`config.mk`:
```
export PLATFORM = sky130hd
export DESIGN_NAME = unary_multi_adder
export DESIGN_NICKNAME = d
export VERILOG_FILES = /design/src/rtl/unary_multi_adder.sv
export SDC_FILE = /design/constraint.sdc
export NUM_CORES = 1
export LEC_CHECK = 0
export BUFFER_PORTS_ARGS = -buffer_cell sky130_fd_sc_hd__buf_2
export CORE_MARGIN = 3
export CORE_UTILIZATION = 40
export DETAILED_ROUTE_END_ITERATION = 8
export GPL_ROUTABILITY_DRIVEN = 0
export PLACE_DENSITY = 0.57
export SETUP_SLACK_MARGIN = 0.5
export SLEW_MARGIN = 10
export SYNTH_ARGS = -nofsm -noshare
export SYNTH_HDL_FRONTEND = slang
export SYNTH_SLANG_ARGS = --single-unit
```
`constraint.sdc`:
```
create_clock -name clk -period 9.7 [get_ports clk]
set_input_delay 0 -clock clk [delete_from_list [all_inputs] [get_ports clk]]
set_output_delay 0 -clock clk [all_outputs]
set_load 0.02 [all_outputs]
```
`src/rtl/unary_multi_adder.sv`:
```
// unary_multi_adder: N-channel unary stream adder with early-decided scaled output.
// Define UNARY_MULTI_ADDER_BOUNDS_DBG_EN to expose the bound/projection debug ports.
module unary_multi_adder #(
  parameter int N_INPUTS    = 2,
  parameter int INPUT_WIDTH = 32,
  parameter int EPSILON     = 0,
  parameter int COUNT_WIDTH = $clog2(INPUT_WIDTH + 1),
  parameter int SUM_WIDTH   = $clog2(N_INPUTS * INPUT_WIDTH + 1)
) (
  input  logic                   clk,
  input  logic                   reset,
  input  logic                   start,
  input  logic [N_INPUTS-1:0]    a,
  input  logic [N_INPUTS-1:0]    ready,
  output logic                   y,
  output logic                   valid,
  output logic                   busy,
  output logic                   done,
  output logic [COUNT_WIDTH-1:0] y_ones
`ifdef UNARY_MULTI_ADDER_BOUNDS_DBG_EN
  ,
  output logic [SUM_WIDTH-1:0]   dbg_lower,
  output logic [SUM_WIDTH-1:0]   dbg_upper,
  output logic [SUM_WIDTH+1:0]   dbg_proj,
  output logic [COUNT_WIDTH-1:0] dbg_y_count
`endif
);

  localparam int XW = SUM_WIDTH + 2;
  localparam logic [XW-1:0] W_X  = XW'(INPUT_WIDTH);
  localparam logic [XW-1:0] N_X  = XW'(N_INPUTS);
  localparam logic [XW-1:0] E2_X = XW'(2 * EPSILON);
  localparam logic [COUNT_WIDTH-1:0] W_C =
    COUNT_WIDTH'(INPUT_WIDTH);
  localparam logic [COUNT_WIDTH-1:0] W_LAST =
    COUNT_WIDTH'(INPUT_WIDTH - 1);

  typedef enum logic [1:0] {
    S_IDLE,
    S_RUN,
    S_DONE
  } state_t;

  state_t                 state;
  logic [COUNT_WIDTH-1:0] ones_q [N_INPUTS];
  logic [COUNT_WIDTH-1:0] cnt_q  [N_INPUTS];
  logic [COUNT_WIDTH-1:0] y_count;

  logic [XW-1:0] lower;
  logic [XW-1:0] upper;
  logic [XW-1:0] proj;
  logic [XW-1:0] lo2;
  logic [XW-1:0] up2;
  logic [XW-1:0] d_lo;
  logic [XW-1:0] d_up;
  logic          any_cnt;
  logic          emit;
  logic          emit_bit;

  always_comb begin
    lower   = '0;
    upper   = '0;
    any_cnt = 1'b0;
    for (int i = 0; i < N_INPUTS; i++) begin
      lower   = lower + XW'(ones_q[i]);
      upper   = upper + W_X - XW'(cnt_q[i])
              + XW'(ones_q[i]);
      any_cnt = any_cnt | (cnt_q[i] != '0);
    end
  end

  // Projection of the output so far, in doubled sum units
  assign proj = N_X * ((XW'(y_ones) << 1) + W_X
              - XW'(y_count));
  assign lo2  = lower << 1;
  assign up2  = upper << 1;
  assign d_lo = proj - lo2;
  assign d_up = up2 - proj;

  always_comb begin
    emit     = 1'b0;
    emit_bit = 1'b0;
    if (state == S_RUN && y_count < W_C && any_cnt) begin
      if (proj <= lo2) begin
        emit     = 1'b1;
        emit_bit = 1'b1;
      end else if (proj >= up2) begin
        emit     = 1'b1;
      end else if (d_lo <= E2_X && d_lo <= d_up) begin
        emit     = 1'b1;
        emit_bit = 1'b1;
      end else if (d_up <= E2_X) begin
        emit     = 1'b1;
      end
    end
  end

  always_ff @(posedge clk or negedge reset) begin
    if (!reset) begin
      state   <= S_IDLE;
      for (int i = 0; i < N_INPUTS; i++) begin
        ones_q[i] <= '0;
        cnt_q[i]  <= '0;
      end
      y_ones  <= '0;
      y_count <= '0;
      y       <= 1'b0;
      valid   <= 1'b0;
      busy    <= 1'b0;
      done    <= 1'b0;
    end else if (start) begin
      state   <= S_RUN;
      for (int i = 0; i < N_INPUTS; i++) begin
        ones_q[i] <= '0;
        cnt_q[i]  <= '0;
      end
      y_ones  <= '0;
      y_count <= '0;
      y       <= 1'b0;
      valid   <= 1'b0;
      busy    <= 1'b1;
      done    <= 1'b0;
    end else begin
      case (state)
        S_RUN: begin
          for (int i = 0; i < N_INPUTS; i++) begin
            if (ready[i] && cnt_q[i] < W_C) begin
              cnt_q[i]  <= cnt_q[i] + 1'b1;
              ones_q[i] <= ones_q[i]
                         + COUNT_WIDTH'(a[i]);
            end
          end
          y     <= emit_bit;
          valid <= emit;
          if (emit) begin
            y_count <= y_count + 1'b1;
            y_ones  <= y_ones
                     + COUNT_WIDTH'(emit_bit);
            if (y_count == W_LAST) begin
              state <= S_DONE;
              busy  <= 1'b0;
              done  <= 1'b1;
            end
          end
        end
        default: begin
          valid <= 1'b0;
        end
      endcase
    end
  end

`ifdef UNARY_MULTI_ADDER_BOUNDS_DBG_EN
  assign dbg_lower   = lower[SUM_WIDTH-1:0];
  assign dbg_upper   = upper[SUM_WIDTH-1:0];
  assign dbg_proj    = proj;
  assign dbg_y_count = y_count;
`endif

endmodule

```
==> impl_metrics.yaml, run 1 <==
global_routing:
  grt_use_met3_pct: 2.27
  gr-max-usage-layer: "met2"
  grt_usage_pct: 17.1
  grtUsageMet2_pct: 27.9
  grt_pass1_vias: 3353
  grtUsageMet1_pct: 23.8
  grt_overflow: 0
  antenna_found_initial: 0
  grt_max_degree: 44
  grt_first_pass_wirelength_microns: 16200
run:
  maxCapViolCount: 0
layout:
  area_growth_pct: 7.43
  num-fill-cells: 1030
  multi_input_area_sq_um: 3050
  nets: 572
  finish.utilization_pct: 44.7
  register_area_sq_um: 1000
  diodes: 0
  drive_gt1_share_pct: 9.69
synthesis:
  syn_nets: 555
  netlist_area_sq_um: 4330
  ys.flop_type: "dfrtp_1"
  avgSynthCellArea_sq_um: 9.27
  async_flop_share_pct: 100
  ys_warn_count: 0
  synthCells: 467
  synth-seq-cells: 40
  synth_edf_count: 0
  ys_seq_area_share_pct: 23.1
  synth.distinct_cells: 72
clock_network:
  tritoncts: "yes"
  htree_levels: 2
  clk_pin_slew_ns: 0.08
  cts_made_buffers: 5
  clock_latency_ns: 0.30
  cts_num_sinks: 40
  clk_path_buf_depth: 2
  cts_root_buf: "clkbuf_8"
  post_cts_resized: 0
sta:
  finalCriticalPeriod_ns: 6.54
  finalSetupViolCount: 0
  max_freq_mhz: 153
  rsz0062_at_grt: "false"
  finalMaxSlewViolations: 0
  finalHoldViolCount: 0
  worst_slew_pin_slew_ns: 0.877
  fin_crit_sh_pct: 67.4
  max_slew_margin_pct: 41.6
  setup_tns_ns: 0
  finalClockSkew_ns: 0.0105
critical_path:
  required_ns: 9.89
  cp.buffers_inverters: 5
  cp_slowest_cell: "fa_1"
  endpoint_kind: "flop"
  cpPeakStageDelay_ns: 0.54
  crit_top_cell: "ha_1"
  worst_ep_arrival_time_ns: 6.72
  worst-path-max-fanout: 8
  path_delay_family: "adder cells"
  critPathLaunchType: "flop"
  critPathKind: "flop to flop"
floorplan:
  std_cell_rows: 37
  core_sq_um: 10400
  ios: 17
  initial_core_util_pct: 41.6
  dieArea_sq_um: 12100
  die_h_microns: 110
  die_x_microns: 110
detailed_routing:
  routed_wl_microns: 9430
  dr_total_vias: 3273
  dr.pass1.iters: 4
  ant_nets: 0
  wl_per_cell_microns: 15.2
  drt_iter0_markers: 123
  drc: 0
  avgViaCountPerCell: 5.27
min_path:
  min_path_type: "input pin to flop"
placement:
  placement.io_buffers: 16
  dp_hpwl_microns: 7710
outcome:
  status: "completed"
==> metal layers <==
layer / vias up / routed length, microns
met2: 35 / 4490
met1: 1573 / 4610
met5: - / 0
met3: 8 / 208
li1: 1657 / -
met4: 0 / 123
==> through the flow <==
step / std cells / setup WS [ns] / cell area [sq um] / hold slack [ns]
2_1_floorplan: 467 / 3.74 / 4330 / -0.296
3_3_place_gp: 612 / 3.35 / 4550 / 0.180
3_5_place_dp: 612 / 3.20 / 4550 / 0.178
4_1_cts: 621 / 3.16 / 4650 / 0.0681
5_1_grt: 621 / 2.51 / 4650 / 0.127
6_report: 621 / 3.16 / 4650 / 0.0818
==> final timing paths <==
kind	from	to	slack [ns]	cells past startpoint
setup / recovery	ones_q[1]	y_ones[4]	3.16	30
hold / removal	a[0]	ones_q[6]	0.08	4
setup reg to reg	ones_q[1]	y_ones[4]	3.16	30
hold reg to reg	y_count[3]	y_count[3]	0.55	2
max in group asynchronous	reset	cnt_q[8]	8.79	2
min in group asynchronous	reset	y_ones[4]	0.35	2
==> cell usage after synthesis (2+ instances only) <==
cell type | number | area share (%)
o21a_1 | 4 | 0.69
a21oi_1 | 29 | 3.4
mux2i_1 | 9 | 2.1
xnor2_1 | 26 | 5.3
fa_1 | 16 | 7.4
nor2_1 | 56 | 4.9
mux2_1 | 2 | 0.52
buf_1 | 4 | 0.35
nand3_1 | 5 | 0.58
a31oi_1 | 4 | 0.58
nor2b_1 | 7 | 1.0
a21o_1 | 9 | 1.6
or3_1 | 2 | 0.29
a211oi_2 | 2 | 0.58
a41oi_1 | 2 | 0.40
nor3b_1 | 4 | 0.69
nand4_1 | 17 | 2.5
nand2_1 | 12 | 1.0
o21bai_1 | 6 | 1.0
xor2_1 | 12 | 2.4
dfrtp_1 | 40 | 23
inv_1 | 64 | 5.5
buf_2 | 2 | 0.23
nor4b_1 | 2 | 0.40
nand2b_1 | 3 | 0.43
ha_1 | 65 | 19
a21boi_0 | 3 | 0.52
o311ai_2 | 2 | 0.75
o21ai_1 | 5 | 0.58
o21ai_0 | 6 | 0.69
nor3_1 | 4 | 0.46
and3b_1 | 3 | 0.61
==> cells by family (layout without fill, tap and decap cells) <==
logic type               Yosys count  after routing  share of synthesized area, %
AND/OR/NAND/NOR                  133            133                          17.2
flip-flops                        40             40                          23.1
adder cells (fa/ha/maj)           81             81                          26.2
XOR/XNOR                          39             39                          8.06
buffers and inverters             73             91                          6.47
multiplexers                      11             11                          2.60
AO/OA/AOI/OAI                     90             90                          16.4
==> layout by cell type, fill, tap and decap left out, types with 3 or more instances in the layout <==
| cell type | synthesis | final |
|---|---|---|
| a21boi_0 | 3 | 3 |
| a21o_1 | 9 | 9 |
| a21oi_1 | 29 | 29 |
| a31oi_1 | 4 | 4 |
| and3b_1 | 3 | 3 |
| buf_2 | 2 | 16 |
| clkbuf_8 | 0 | 6 |
| dfrtp_1 | 40 | 40 |
| fa_1 | 16 | 16 |
| ha_1 | 65 | 65 |
| inv_1 | 64 | 64 |
| mux2i_1 | 9 | 9 |
| nand2_1 | 12 | 12 |
| nand2b_1 | 3 | 3 |
| nand3_1 | 5 | 5 |
| nand4_1 | 17 | 17 |
| nor2_1 | 56 | 56 |
| nor2b_1 | 7 | 7 |
| nor3_1 | 4 | 4 |
| nor3b_1 | 4 | 4 |
| o21a_1 | 4 | 4 |
| o21ai_0 | 6 | 6 |
| o21ai_1 | 5 | 5 |
| o21bai_1 | 6 | 6 |
| xnor2_1 | 26 | 26 |
| xor2_1 | 12 | 12 |
==> layout make-up <==
cell class	instances	area share (%)
clock buffer	8	1.94
inverter	65	5.24
multi-input combinational	354	65.5
sequential	40	21.5
tap	136	3.66
timing repair buffer	18	2.10
==> registers in the layout (all words and copies together), names as in the netlist <==
register / flops
cnt_q: 12
y: 1
y_ones: 6
valid: 1
ones_q: 12
y_count: 6
state: 1
done: 1
==> worst register-to-register path, delay by kind of cell (launching register included) <==
family,cells,cell delay [ns]
flip-flops,1,0.47
AND/OR/NAND/NOR,6,0.87
buffers and inverters,5,0.36
adder cells (fa/ha/maj),9,2.79
XOR/XNOR,1,0.15
AO/OA/AOI/OAI,8,1.47
multiplexers,1,0.32
==> timing repair <==
item / CTS / global route
buffers inserted: 0 / 0
hold endpoints to repair: 40 / 0
hold buffers: 1 / 0
Power of run 1 is not shown: default switching activity piles up to over one toggle a cycle in this logic, so the estimate is an artifact.
==> run 2: changes to the inputs <==
--- a/config.mk
+++ b/config.mk
@@ -10,7 +10,7 @@
 export CORE_UTILIZATION = 40
 export DETAILED_ROUTE_END_ITERATION = 8
 export GPL_ROUTABILITY_DRIVEN = 0
-export PLACE_DENSITY = 0.57
+export PLACE_DENSITY = 0.59
 export SETUP_SLACK_MARGIN = 0.5
 export SLEW_MARGIN = 10
 export SYNTH_ARGS = -nofsm -noshare
==> constraint.sdc (replaced) <==
create_clock -name clk -period 5.5 [get_ports clk]
set_input_delay 0 -clock clk [delete_from_list [all_inputs] [get_ports clk]]
set_output_delay 0 -clock clk [all_outputs]
set_load 0.02 [all_outputs]
==> run 2 against run 1 <==
The run now ends with negative setup slack left. Flip-flop and latch count stayed put. Register-to-register slack got worse by 3.5 ns. Clock skew increased by 0.0045 ns. Global-route usage grew 0.88 points. Sequential share of layout area shrank 3.1 points. Critical path depth shrank 2. Hold slack got worse by 0.014 ns. Largest cell class unchanged. Die area stayed put. Cell count up 11%. Utilization increased by 7.5 points.
==> impl_metrics.yaml, run 2 (synthesis gave the netlist of run 1 again) <==
outcome:
  status: "complete, but fails checks"
  violations: "negative setup slack"
sta:
  finalHoldViolCount: 0
  finalMaxSlewViolations: 0
  finalSetupViolCount: 14
  fin_crit_sh_pct: 105
  worst_slew_pin_slew_ns: 0.934
  rsz0062_at_grt: "true"
  finalCriticalPeriod_ns: 5.80
  max_slew_margin_pct: 37.7
  worst_slack_ns: -0.300
  finalClockSkew_ns: 0.0150
  max_freq_mhz: 172
placement:
  place_area_sq_um: 5100
  dp_hpwl_microns: 8280
  place_inst: 674
  placement.io_buffers: 16
critical_path:
  critPathKind: "flop to flop"
  path_delay_family: "adder cells"
  endpoint_kind: "flop"
  crit_top_cell: "ha_4"
  required_ns: 5.69
  cp_slowest_cell: "fa_1"
  worst_ep_arrival_time_ns: 5.99
  critPathLaunchType: "flop"
  cpPeakStageDelay_ns: 0.57
  cp.buffers_inverters: 3
  worst-path-max-fanout: 3
clock_network:
  clk_pin_slew_ns: 0.09
  cts_root_buf: "clkbuf_8"
  cts_made_buffers: 5
  clk_path_buf_depth: 2
  cts_num_sinks: 40
  clock_latency_ns: 0.30
  htree_levels: 2
  tritoncts: "yes"
global_routing:
  grt_max_degree: 44
  grt_overflow: 0
  antenna_found_initial: 0
  grt_first_pass_wirelength_microns: 17300
  grt_pass1_vias: 3526
  grt_usage_pct: 18.0
layout:
  final_cell_mix: "buf_4 (71), inv_1 (56), nor2_1 (55), ha_1 (55), dfrtp_1 (40)"
  instances_no_fill: 692
  multi_input_area_sq_um: 3290
  num-fill-cells: 982
  mostFrequentLayoutCell: "buf_4"
  drive_gt1_share_pct: 28.4
  final_cell_area_sq_um: 5430
  diodes: 0
  finish.utilization_pct: 52.1
  largestRegisters: "cnt_q: 12 flops, ones_q: 12 flops"
  nets: 643
  register_area_sq_um: 1000
  area_growth_pct: 25.4
detailed_routing:
  ant_nets: 0
  drt_iter0_markers: 178
  routed_wl_microns: 10500
  dr.pass1.iters: 4
  dr_total_vias: 3559
  drc: 0
  wl_per_cell_microns: 15.1
  avgViaCountPerCell: 5.14
min_path:
  min_path_type: "input pin to flop"
floorplan:
  die_h_microns: 110
  std_cell_rows: 37
  initial_core_util_pct: 41.6
  ios: 17
  die_x_microns: 110
  core_sq_um: 10400
  dieArea_sq_um: 12100
run:
  maxCapViolCount: 0
-- run 2: final timing paths --
path,start,end,slack (ns),cells after the start
min in group asynchronous,reset,y_count[3],0.39,2
min reg2reg,y,y,0.55,2
max reg2reg,ones_q[2],y_ones[5],-0.30,28
max in group asynchronous,reset,ones_q[3],4.52,2
min,a[1],ones_q[0],0.07,4
max,ones_q[2],y_ones[5],-0.30,28
-- run 2: timing repair --
item	in CTS	in global routing
hold buffers	1	0
setup buffers	7	2
gates resized for setup	17	16
setup endpoints to repair	16	16
pin swaps	19	6
hold endpoints to repair	40	0
-- run 2: worst register-to-register path: cells and delay by family, from the launching register on --
family	cells	cell delay (ns)
buf+inv	3	0.19
simple gates	7	1.07
compound gates	10	1.61
flops	1	0.41
fa+ha+maj	7	2.30
xor+xnor	1	0.12
-- run 2: through the flow --
stage | setup TNS, ns | hold WS [ns] | setup WS (ns)
global placement | -2.45 | 0.183 | -0.309
global route | -6.62 | 0.125 | -0.603
finish | -2.22 | 0.0677 | -0.300
CTS | -1.71 | 0.0642 | -0.287
floorplan | -0.487 | -0.296 | -0.163
detailed placement | -4.32 | 0.186 | -0.473
-- run 2: per-layer routing --
metal | wire length [microns] | GRT usage [%] | up-vias
li1 | - | - | 1801
met1 | 4990 | 25.8 | 1692
met2 | 5050 | 29.3 | 51
met3 | 249 | 2.04 | 15
met4 | 182 | 3.74 | 0
met5 | 0 | 0 | -
-- run 2: cell type report --
| class | count | share of cell area (%) |
|---|---|---|
| clock buffer | 8 | 1.66 |
| inverter | 65 | 4.49 |
| multi-input combinational | 354 | 60.6 |
| sequential | 40 | 18.4 |
| tap | 136 | 3.13 |
| timing repair buffer | 89 | 11.7 |
Power of run 2 is left out for the same reason.
==> run 3: changes to the inputs <==
--- a/config.mk
+++ b/config.mk
@@ -10,7 +10,7 @@
 export CORE_UTILIZATION = 40
 export DETAILED_ROUTE_END_ITERATION = 8
 export GPL_ROUTABILITY_DRIVEN = 0
-export PLACE_DENSITY = 0.59
+export PLACE_DENSITY = 0.57
 export SETUP_SLACK_MARGIN = 0.5
 export SLEW_MARGIN = 10
 export SYNTH_ARGS = -nofsm -noshare
==> constraint.sdc (replaced) <==
create_clock -name clk -period 6 [get_ports clk]
set_input_delay 0 -clock clk [delete_from_list [all_inputs] [get_ports clk]]
set_output_delay 0 -clock clk [all_outputs]
set_load 0.02 [all_outputs]
==> run 3 against run 2 <==
The run now ends clean. Register-to-register slack improved by 0.36 ns. Sequential share of layout area increased by 0.71 points. First-iteration DRC count decreased by 30%. Setup slack improved by 0.36 ns. Cell area decreased by 3.7%. Die area unchanged.
==> impl_metrics.yaml, run 3 (synthesis gave the netlist of run 1 again) <==
layout:
  final_cell_mix: "ha_1 (57), inv_1 (56), nor2_1 (56)"
  mostFrequentLayoutCell: "ha_1"
  num-fill-cells: 987
  final_cell_area_sq_um: 5230
  drive_gt1_share_pct: 24.8
  area_growth_pct: 20.7
  largestRegisters: "cnt_q: 12 flops, ones_q: 12 flops"
  diodes: 0
  nets: 607
floorplan:
  die_h_microns: 110
  initial_core_util_pct: 41.6
  core_sq_um: 10400
  die_x_microns: 110
  ios: 17
  std_cell_rows: 37
  dieArea_sq_um: 12100
min_path:
  min_path_type: "input pin to flop"
  holdPathEnd: "ones_q[0]"
  holdPathStages: 4
  min_from: "a[1]"
critical_path:
  cp.buffers_inverters: 5
  timing.rr.end: "y_ones[4]"
  critPathKind: "flop to flop"
  worst_ep_arrival_time_ns: 6.13
  r2r_start: "ones_q[7]"
  path_delay_family: "adder cells"
  required_ns: 6.19
  critPathLaunchType: "flop"
  r2r_slack_ns: 0.06
  crit_cells: 29
  endpoint_kind: "flop"
  worst-path-max-fanout: 5
  cpPeakStageDelay_ns: 0.52
  r2r_cells: 29
  cp_slowest_cell: "fa_1"
  crit_top_cell: "ha_4"
clock_network:
  cts_num_sinks: 40
  clk_pin_slew_ns: 0.09
  htree_levels: 2
  clock_latency_ns: 0.31
  clk_path_buf_depth: 2
  cts_root_buf: "clkbuf_8"
  cts_made_buffers: 5
  tritoncts: "yes"
global_routing:
  grt_first_pass_wirelength_microns: 16900
  grt_overflow: 0
  grt_pass1_vias: 3451
  antenna_found_initial: 0
  grt_usage_pct: 17.9
  grt_max_degree: 44
placement:
  dp_hpwl_microns: 7700
  place_area_sq_um: 4740
  placement.io_buffers: 16
detailed_routing:
  avgViaCountPerCell: 5.17
  ant_nets: 0
  dr_total_vias: 3393
  dr.pass1.iters: 4
  routed_wl_microns: 10000
  drc: 0
  drt_iter0_markers: 125
  wl_per_cell_microns: 15.3
sta:
  finalMaxSlewViolations: 0
  worst_slew_pin_slew_ns: 0.921
  finalClockSkew_ns: 0.0145
  finalHoldViolCount: 0
  max_freq_mhz: 168
  finalSetupViolCount: 0
  max_slew_margin_pct: 38.6
  finalCriticalPeriod_ns: 5.94
  rsz0062_at_grt: "true"
  fin_crit_sh_pct: 98.9
outcome:
  status: "completed"
run:
  maxCapViolCount: 0
## run 3: cell count changes in the layout (fill, tap and decap cells not counted), moves of 2 or more
| cell | delta |
|---|---|
| buf_4 | -39 |
| a21oi_1 | -4 |
| a21oi_2 | +4 |
| buf_6 | +3 |
| ha_4 | -3 |
| a31oi_1 | -2 |
| a31oi_4 | +2 |
| clkbuf_1 | -2 |
| clkinv_4 | +2 |
| ha_1 | +2 |
| o21ai_0 | +2 |
## run 3: what timing repair did
item / 4_1_cts / 5_1_grt
gates resized for setup: 17 / 25
setup buffers: 17 / 3
endpoints found under the hold margin: 40 / 0
setup endpoints to repair: 14 / 16
pin swaps: 26 / 33
hold buffers: 1 / 0
## run 3: metal layers
layer  vias to the layer above  share of wire, %  track usage, %
met5                         -                 0               0
met4                         0               1.7            4.54
met3                        11               1.9            2.62
met2                        34                49            30.4
met1                      1622                47            23.8
li1                       1726                 -               -
## run 3: worst register-to-register path, delay by kind of cell, from the launching register on
| family | cells | cell delay [ns] |
|---|---|---|
| flops | 1 | 0.37 |
| xor+xnor | 1 | 0.13 |
| compound gates | 7 | 1.03 |
| simple gates | 6 | 0.95 |
| fa+ha+maj | 9 | 2.72 |
| mux | 1 | 0.32 |
| buf+inv | 5 | 0.29 |
## run 3: per-stage QoR
step	cells	setup WS, ns	utilization (%)	TNS, ns	hold slack [ns]
2_1_floorplan	467	0.337	-	0	-0.296
3_3_place_gp	627	0.105	45.5	0	0.175
3_5_place_dp	627	-0.00164	45.5	-0.00164	0.203
4_1_cts	653	0.184	48.6	0	0.0539
5_1_grt	656	-0.229	50.2	-0.823	0.0972
6_report	656	0.0644	50.2	0	0.0547
## run 3: final cells by class
| cell class | instances | area [sq um] | share of cell area (%) |
|---|---|---|---|
| Clock buffer | 5 | 68.8 | 1.32 |
| Clock inverter | 3 | 47.5 | 0.910 |
| Inverter | 65 | 244 | 4.67 |
| Multi-Input combinational cell | 354 | 3320 | 63.5 |
| Sequential cell | 40 | 1000 | 19.1 |
| Tap cell | 136 | 170 | 3.26 |
| Timing Repair Buffer | 53 | 375 | 7.18 |
## run 3: how the worst max path moves through the flow
stage,slack (ns),to,startpoint
after global placement,0.11,y_ones[4],ones_q[1]
after CTS,0.18,y_ones[5],ones_q[1]
after floorplan,0.34,y_ones[4],ones_q[1]
final,0.06,y_ones[4],ones_q[7]
after detailed placement,-0.002,y_ones[4],ones_q[1]
after global routing,-0.23,y_ones[4],ones_q[7]
Power of run 3 is left out for the same reason.
